<file path="config.mk">
export PLATFORM = sky130hd
export DESIGN_NAME = spi_slave_burst
export DESIGN_NICKNAME = d
export VERILOG_FILES = /design/src/rtl/spi_slave_burst_pkg.sv /design/src/rtl/spi_shift_reg.sv /design/src/rtl/spi_slave_burst.sv
export SDC_FILE = /design/constraint.sdc
export NUM_CORES = 1
export LEC_CHECK = 0
export CELL_PAD_IN_SITES_DETAIL_PLACEMENT = 1
export CELL_PAD_IN_SITES_GLOBAL_PLACEMENT = 1
export CORE_MARGIN = 8
export CORE_UTILIZATION = 40
export CTS_CLUSTER_DIAMETER = 100
export CTS_CLUSTER_SIZE = 14
export DETAILED_ROUTE_END_ITERATION = 7
export HOLD_SLACK_MARGIN = 0.06
export PLACE_DENSITY_LB_ADDON = 0.1
export SLEW_MARGIN = 5
export SYNTH_ARGS = -nofsm -noshare
export SYNTH_HDL_FRONTEND = slang
export SYNTH_SLANG_ARGS = --single-unit
export TNS_END_PERCENT = 100
</file>
<file path="constraint.sdc">
create_clock -name clk -period 2.37 [get_ports clk]
set_input_delay 0.3555 -clock clk [delete_from_list [all_inputs] [get_ports clk]]
set_output_delay 0.3555 -clock clk [all_outputs]
set_load 0.02 [all_outputs]
</file>
<file path="src/rtl/spi_slave_burst_pkg.sv">
// Shared types and defaults for the SPI-RAM slave front-end.
// Optional streaming mode is selected by SPI_BURST_EN (see spi_slave_burst).
package spi_slave_burst_pkg;
   localparam int MEM_WIDTH_DEF = 8;
   localparam int MAX_WAIT_DEF  = 16;

   localparam logic [1:0] WR_ADDR = 2'b00;
   localparam logic [1:0] WR_DATA = 2'b01;
   localparam logic [1:0] RD_ADDR = 2'b10;
   localparam logic [1:0] RD_DATA = 2'b11;

   typedef enum logic [2:0] {
      IDLE, CHK_CMD, WRITE, READ_ADD, READ_DATA, RD_WAIT, RD_SHIFT, DONE
   } state_t;
endpackage

</file>
<file path="src/rtl/spi_shift_reg.sv">
// Parametrised shift register: serial-in/parallel-out and parallel-in/serial-out.
// Shifts toward the MSB; clear wins over load, load wins over shift.
module spi_shift_reg #(
   parameter int W = 8
) (
   input  logic         clk,
   input  logic         rst,
   input  logic         i_clr,
   input  logic         i_load,
   input  logic         i_shift,
   input  logic         i_sin,
   input  logic [W-1:0] i_pdata,
   output logic [W-1:0] o_pdata
);
   logic [W-1:0] r_q;

   always_ff @(posedge clk) begin
      if (rst || i_clr)  r_q <= '0;
      else if (i_load)   r_q <= i_pdata;
      else if (i_shift)  r_q <= {r_q[W-2:0], i_sin};
   end

   assign o_pdata = r_q;
endmodule

</file>
<file path="src/rtl/spi_slave_burst.sv">
// SPI slave front-end for the SPI-RAM: deserialises cmd+data frames, serialises read data.
// Define SPI_BURST_EN to accept back-to-back frames inside one SS_n-low window.
module spi_slave_burst
   import spi_slave_burst_pkg::*;
#(
   parameter int MEM_WIDTH = MEM_WIDTH_DEF,
   parameter int MAX_WAIT  = MAX_WAIT_DEF
) (
   input  logic                 clk,
   input  logic                 rst,
   input  logic                 SS_n,
   input  logic                 MOSI,
   input  logic                 tx_valid,
   input  logic [MEM_WIDTH-1:0] tx_data,
   output logic                 MISO,
   output logic                 rx_valid,
   output logic [MEM_WIDTH+1:0] rx_data,
   output logic                 busy,
   output logic                 err
);
   localparam int FRAME = MEM_WIDTH + 2;
   localparam int CNT_W = $clog2(FRAME + MAX_WAIT + 1);
`ifdef SPI_BURST_EN
   localparam state_t S_CMPL = CHK_CMD;
`else
   localparam state_t S_CMPL = DONE;
`endif

   state_t               r_state, w_nxt;
   logic [CNT_W-1:0]     r_cnt;
   logic                 r_rd_addr_seen, r_rx_valid, r_err;
   logic [FRAME-1:0]     r_rx_data;
   logic [FRAME-2:0]     w_rx_q;
   logic [MEM_WIDTH-1:0] w_tx_q;
   logic w_cnt_st, w_last_bit, w_last_shift, w_timeout;
   logic w_rx_shift, w_frame_done, w_tx_load, w_tx_shift, w_tx_clr, w_err_set;

   assign w_cnt_st     = r_state inside {WRITE, READ_ADD, READ_DATA, RD_WAIT, RD_SHIFT};
   assign w_last_bit   = (r_cnt == CNT_W'(FRAME - 2));
   assign w_last_shift = (r_cnt == CNT_W'(MEM_WIDTH - 1));
   assign w_timeout    = (r_cnt == CNT_W'(MAX_WAIT - 1));

   always_ff @(posedge clk) begin
      if (rst) r_state <= IDLE;
      else     r_state <= w_nxt;
   end

   // SS_n high anywhere outside IDLE aborts the transfer.
   always_comb begin
      w_nxt = r_state;
      if (SS_n) w_nxt = IDLE;
      else begin
         case (r_state)
            IDLE:     w_nxt = CHK_CMD;
            CHK_CMD:  if (MOSI != RD_ADDR[1]) w_nxt = WRITE;
                      else if (r_rd_addr_seen) w_nxt = READ_DATA;
                      else                     w_nxt = READ_ADD;
            WRITE, READ_ADD: if (w_last_bit) w_nxt = S_CMPL;
            READ_DATA: if (w_last_bit) w_nxt = RD_WAIT;
            RD_WAIT:  if (tx_valid) w_nxt = RD_SHIFT;
                      else if (w_timeout) w_nxt = DONE;
            RD_SHIFT: if (w_last_shift) w_nxt = S_CMPL;
            default:  ;
         endcase
      end
   end

   always_comb begin
      w_rx_shift   = 1'b0;
      w_frame_done = 1'b0;
      w_tx_load    = 1'b0;
      w_tx_shift   = 1'b0;
      w_err_set    = 1'b0;
      w_tx_clr     = SS_n;
      if (!SS_n) begin
         case (r_state)
            CHK_CMD: w_rx_shift = 1'b1;
            WRITE, READ_ADD, READ_DATA: begin
               w_rx_shift   = 1'b1;
               w_frame_done = w_last_bit;
            end
            RD_WAIT: begin
               w_tx_load = tx_valid;
               w_err_set = !tx_valid && w_timeout;
            end
            RD_SHIFT: w_tx_shift = 1'b1;
            default:  ;
         endcase
      end
   end

   always_ff @(posedge clk) begin
      if (rst) begin
         r_cnt          <= '0;
         r_rx_valid     <= 1'b0;
         r_err          <= 1'b0;
         r_rx_data      <= '0;
         r_rd_addr_seen <= 1'b0;
      end else begin
         r_rx_valid <= w_frame_done;
         r_err      <= w_err_set;
         if (w_frame_done) begin
            r_rx_data <= {w_rx_q, MOSI};
            if (r_state == READ_ADD)       r_rd_addr_seen <= 1'b1;
            else if (r_state == READ_DATA) r_rd_addr_seen <= 1'b0;
         end
         // Counter restarts on every state entry.
         if (w_nxt != r_state || !w_cnt_st) r_cnt <= '0;
         else                               r_cnt <= r_cnt + 1'b1;
      end
   end

   spi_shift_reg #(.W(FRAME-1)) u_rx_sr (
      .clk(clk), .rst(rst), .i_clr(1'b0), .i_load(1'b0), .i_shift(w_rx_shift),
      .i_sin(MOSI), .i_pdata('0), .o_pdata(w_rx_q)
   );

   // Shifting zeros in leaves MISO low once the LSB period ends.
   spi_shift_reg #(.W(MEM_WIDTH)) u_tx_sr (
      .clk(clk), .rst(rst), .i_clr(w_tx_clr), .i_load(w_tx_load), .i_shift(w_tx_shift),
      .i_sin(1'b0), .i_pdata(tx_data), .o_pdata(w_tx_q)
   );

   assign MISO     = w_tx_q[MEM_WIDTH-1];
   assign rx_valid = r_rx_valid;
   assign rx_data  = r_rx_data;
   assign err      = r_err;
   assign busy     = (r_state != IDLE);
endmodule

</file>
==> impl_metrics.ini <==
[synth]
synth_cells = 218
syn_area_mm2 = 0.001832
synth-edff-count = 0
avgSynthCellArea_um2 = 8.403
synth_top_area_share_pct = 41.53
yosysSeqAreaShare_pct = 41.53
ys_types = 45
async_flop_share_pct = 0
synth_top_cell_by_area = dfxtp_1
synthTopCellsByArea = dfxtp_1 (42%), nand2_1 (6.4%), nor2_1 (5.5%)
synth.net_count = 236
synthFlopType = dfxtp_1
yosys_warnings = 0
synth-seq-cells = 38

[floorplan]
core_mm2 = 0.004384
dieArea_mm2 = 0.007001
rows = 24
start_util_pct = 41.78
fp.dieW_um = 83.67
die_h_um = 83.67
boundaryPins = 27

[layout]
final_cell_mix = dfxtp_1 (38), nand2_1 (31), nor2_1 (27)
area_growth_syn_to_layout_pct = 25.34
final_util_pct = 52.37
layout_commonest_cell = dfxtp_1
drive_above_1_share_pct = 8.468
num-fill-cells = 528
num_antenna_cells = 0
finalInstanceArea_mm2 = 0.002296
nets = 265

[critical_path]
reg2reg_slack_ns = 0.16
slowest_stage = dfxtp_1
arrival_ns = 2.43
critPathMaxFanout = 9
end_kind = flip-flop
worstPathRequired_ns = 2.58
crit_chain = inv_1 > ha_1 > nand2b_1 > a2111oi_0 > and3_1 > o31ai_4 > nor3_1
cp-start-kind = flip-flop
path_class = flip-flop to flip-flop
crit_family = simple AND/OR/NAND/NOR gates
max_stage_delay_ns = 0.53
critPathBufInv = 1

[global_route]
overflow = 0
grtUsageTotal_pct = 14.38
grt_pass1_wl_mm = 8.507
antenna_found_initial = 0
grt_max_degree = 20
first_global_vias = 1706

[clock_network]
cts_root_buffer = clkbuf_8
postCtsSetupBuffers = 0
numCtsBuffers = 5
cts_resized = 0
cts_tree = yes
clkTransAtPathRegs_ns = 0.08
cts_max_level = 2
clockBufferDepth = 2
clock_sinks = 38
worstSkewPairLatency_ns = 0.29
hold_buffers = 0

[drt]
wirelength_mm = 5.088
wl_met2_mm = 2.503
remaining_drc_errors = 0
vias = 1684
dr_wl_met3_um = 222
met1Wirelength_mm = 2.322
drtAntennaViolNets = 0
vias_per_cell = 5.613
wl_per_cell_um = 16.96
highest_layer = met4
drt_pass1_iterations = 4
drt_iter0_drc = 153

[timing]
finalWorstSetupSlack_ns = 0.1565
hold_viol = 0
fin_tns_setup_ns = 0
max_freq_mhz = 451.8
post-route-period-util_pct = 93.40
worst-slew-pin-transition_ns = 0.5431
setup_viol_count_final = 0
finalClockSkew_ns = 0.003030
rsz0062_at_grt = no
slew_headroom_pct = 63.74
finalMaxSlewViolations = 0
whs_ns = 0.4580
finalCriticalPeriod_ns = 2.213

[placed_design]
numPortBuffers = 26
hpwl_mm = 3.598
dpl-instance-area_mm2 = 0.002158
dpl_worst_slack_ns = 0.1750
gp_congestion = 0.8646

[pwr]
power_leakage_nw = 0.7948
vdd_ir_drop_max_mv = 0.3823
p_per_area_mw_per_mm2 = 630.8

[hold_path]
hold_path_class = flip-flop to flip-flop

[outcome]
status = finished clean

[run]
max_cap_violations = 0
## path summary, 6_finish.rpt
check,start,to,cells after the start
hold / removal,rx_data[8],rx_data[8],2
setup reg to reg,r_state[1],r_cnt[2],7
hold reg to reg,rx_data[8],rx_data[8],2
setup / recovery,r_state[1],r_cnt[2],7
## cell families after synthesis
group	share of synthesized area, %
XOR/XNOR	1.435
buffers and inverters	4.439
flip-flops	41.53
AND/OR/NAND/NOR	25.27
AO/OA/AOI/OAI	17.83
adder cells (fa/ha/maj)	3.415
multiplexers	6.079
## worst min-delay path, delay by kind of cell, from the launching register on
kind	cells	cell delay, ns
DFF	1	0.31
and+or+nand+nor	1	0.05
AOI/OAI and AO/OA	1	0.05
## where the power goes
group / switching (W) / total, W / internal, W
combinational: 0.0000653 / 0.000122 / 0.0000565
sequential: 0.0000107 / 0.000653 / 0.000642
clock: 0.000252 / 0.000674 / 0.000422
total: 0.000328 / 0.00145 / 0.00112
## metal layers
| layer | track usage, % | vias to the layer above |
|---|---|---|
| met5 | 0 | - |
| met1 | 17.31 | 829 |
| met3 | 3.613 | 4 |
| li1 | - | 818 |
| met4 | 3.768 | 0 |
| met2 | 24.56 | 33 |
## cells in the mapped netlist, drive strengths merged (2+ instances only)
master / number
nor2: 28
and3: 2
nand2b: 5
o211ai: 2
or3b: 2
nor3b: 4
nand3: 4
buf: 7
nor2b: 4
a21oi: 16
xor2: 2
a211oi: 2
nor3: 6
inv: 6
ha: 5
nand2: 31
dfxtp: 38
o22ai: 2
a311oi: 7
clkbuf: 5
o21ai: 11
or2: 2
mux2i: 10
## metrics by stage
stage,total power [W],cells
global placement,0.0007837,292
global route,0.001498,300
CTS,0.001461,300
floorplan,0.0007404,218
detailed placement,0.0007876,292
finish,0.001448,300
## layout make-up
cell class / count / area [µm²] / area share [%]
Clock inverter: 3 / 68.82 / 2.997
Multi-Input combinational cell: 162 / 989.7 / 43.11
Tap cell: 52 / 65.06 / 2.834
Timing Repair Buffer: 34 / 320.3 / 13.95
Inverter: 6 / 22.52 / 0.9809
Sequential cell: 38 / 760.7 / 33.13
Clock buffer: 5 / 68.82 / 2.997
## flip-flops by register name (all words and copies together) (netlist names)
signal / flops
r_cnt: 5
r_state: 3
rx_data: 10
rx_valid: 1
err: 1
u_rx_sr.o_pdata: 9
r_rd_addr_seen: 1
u_tx_sr.o_pdata: 8
(Power assumes the default switching activity.)
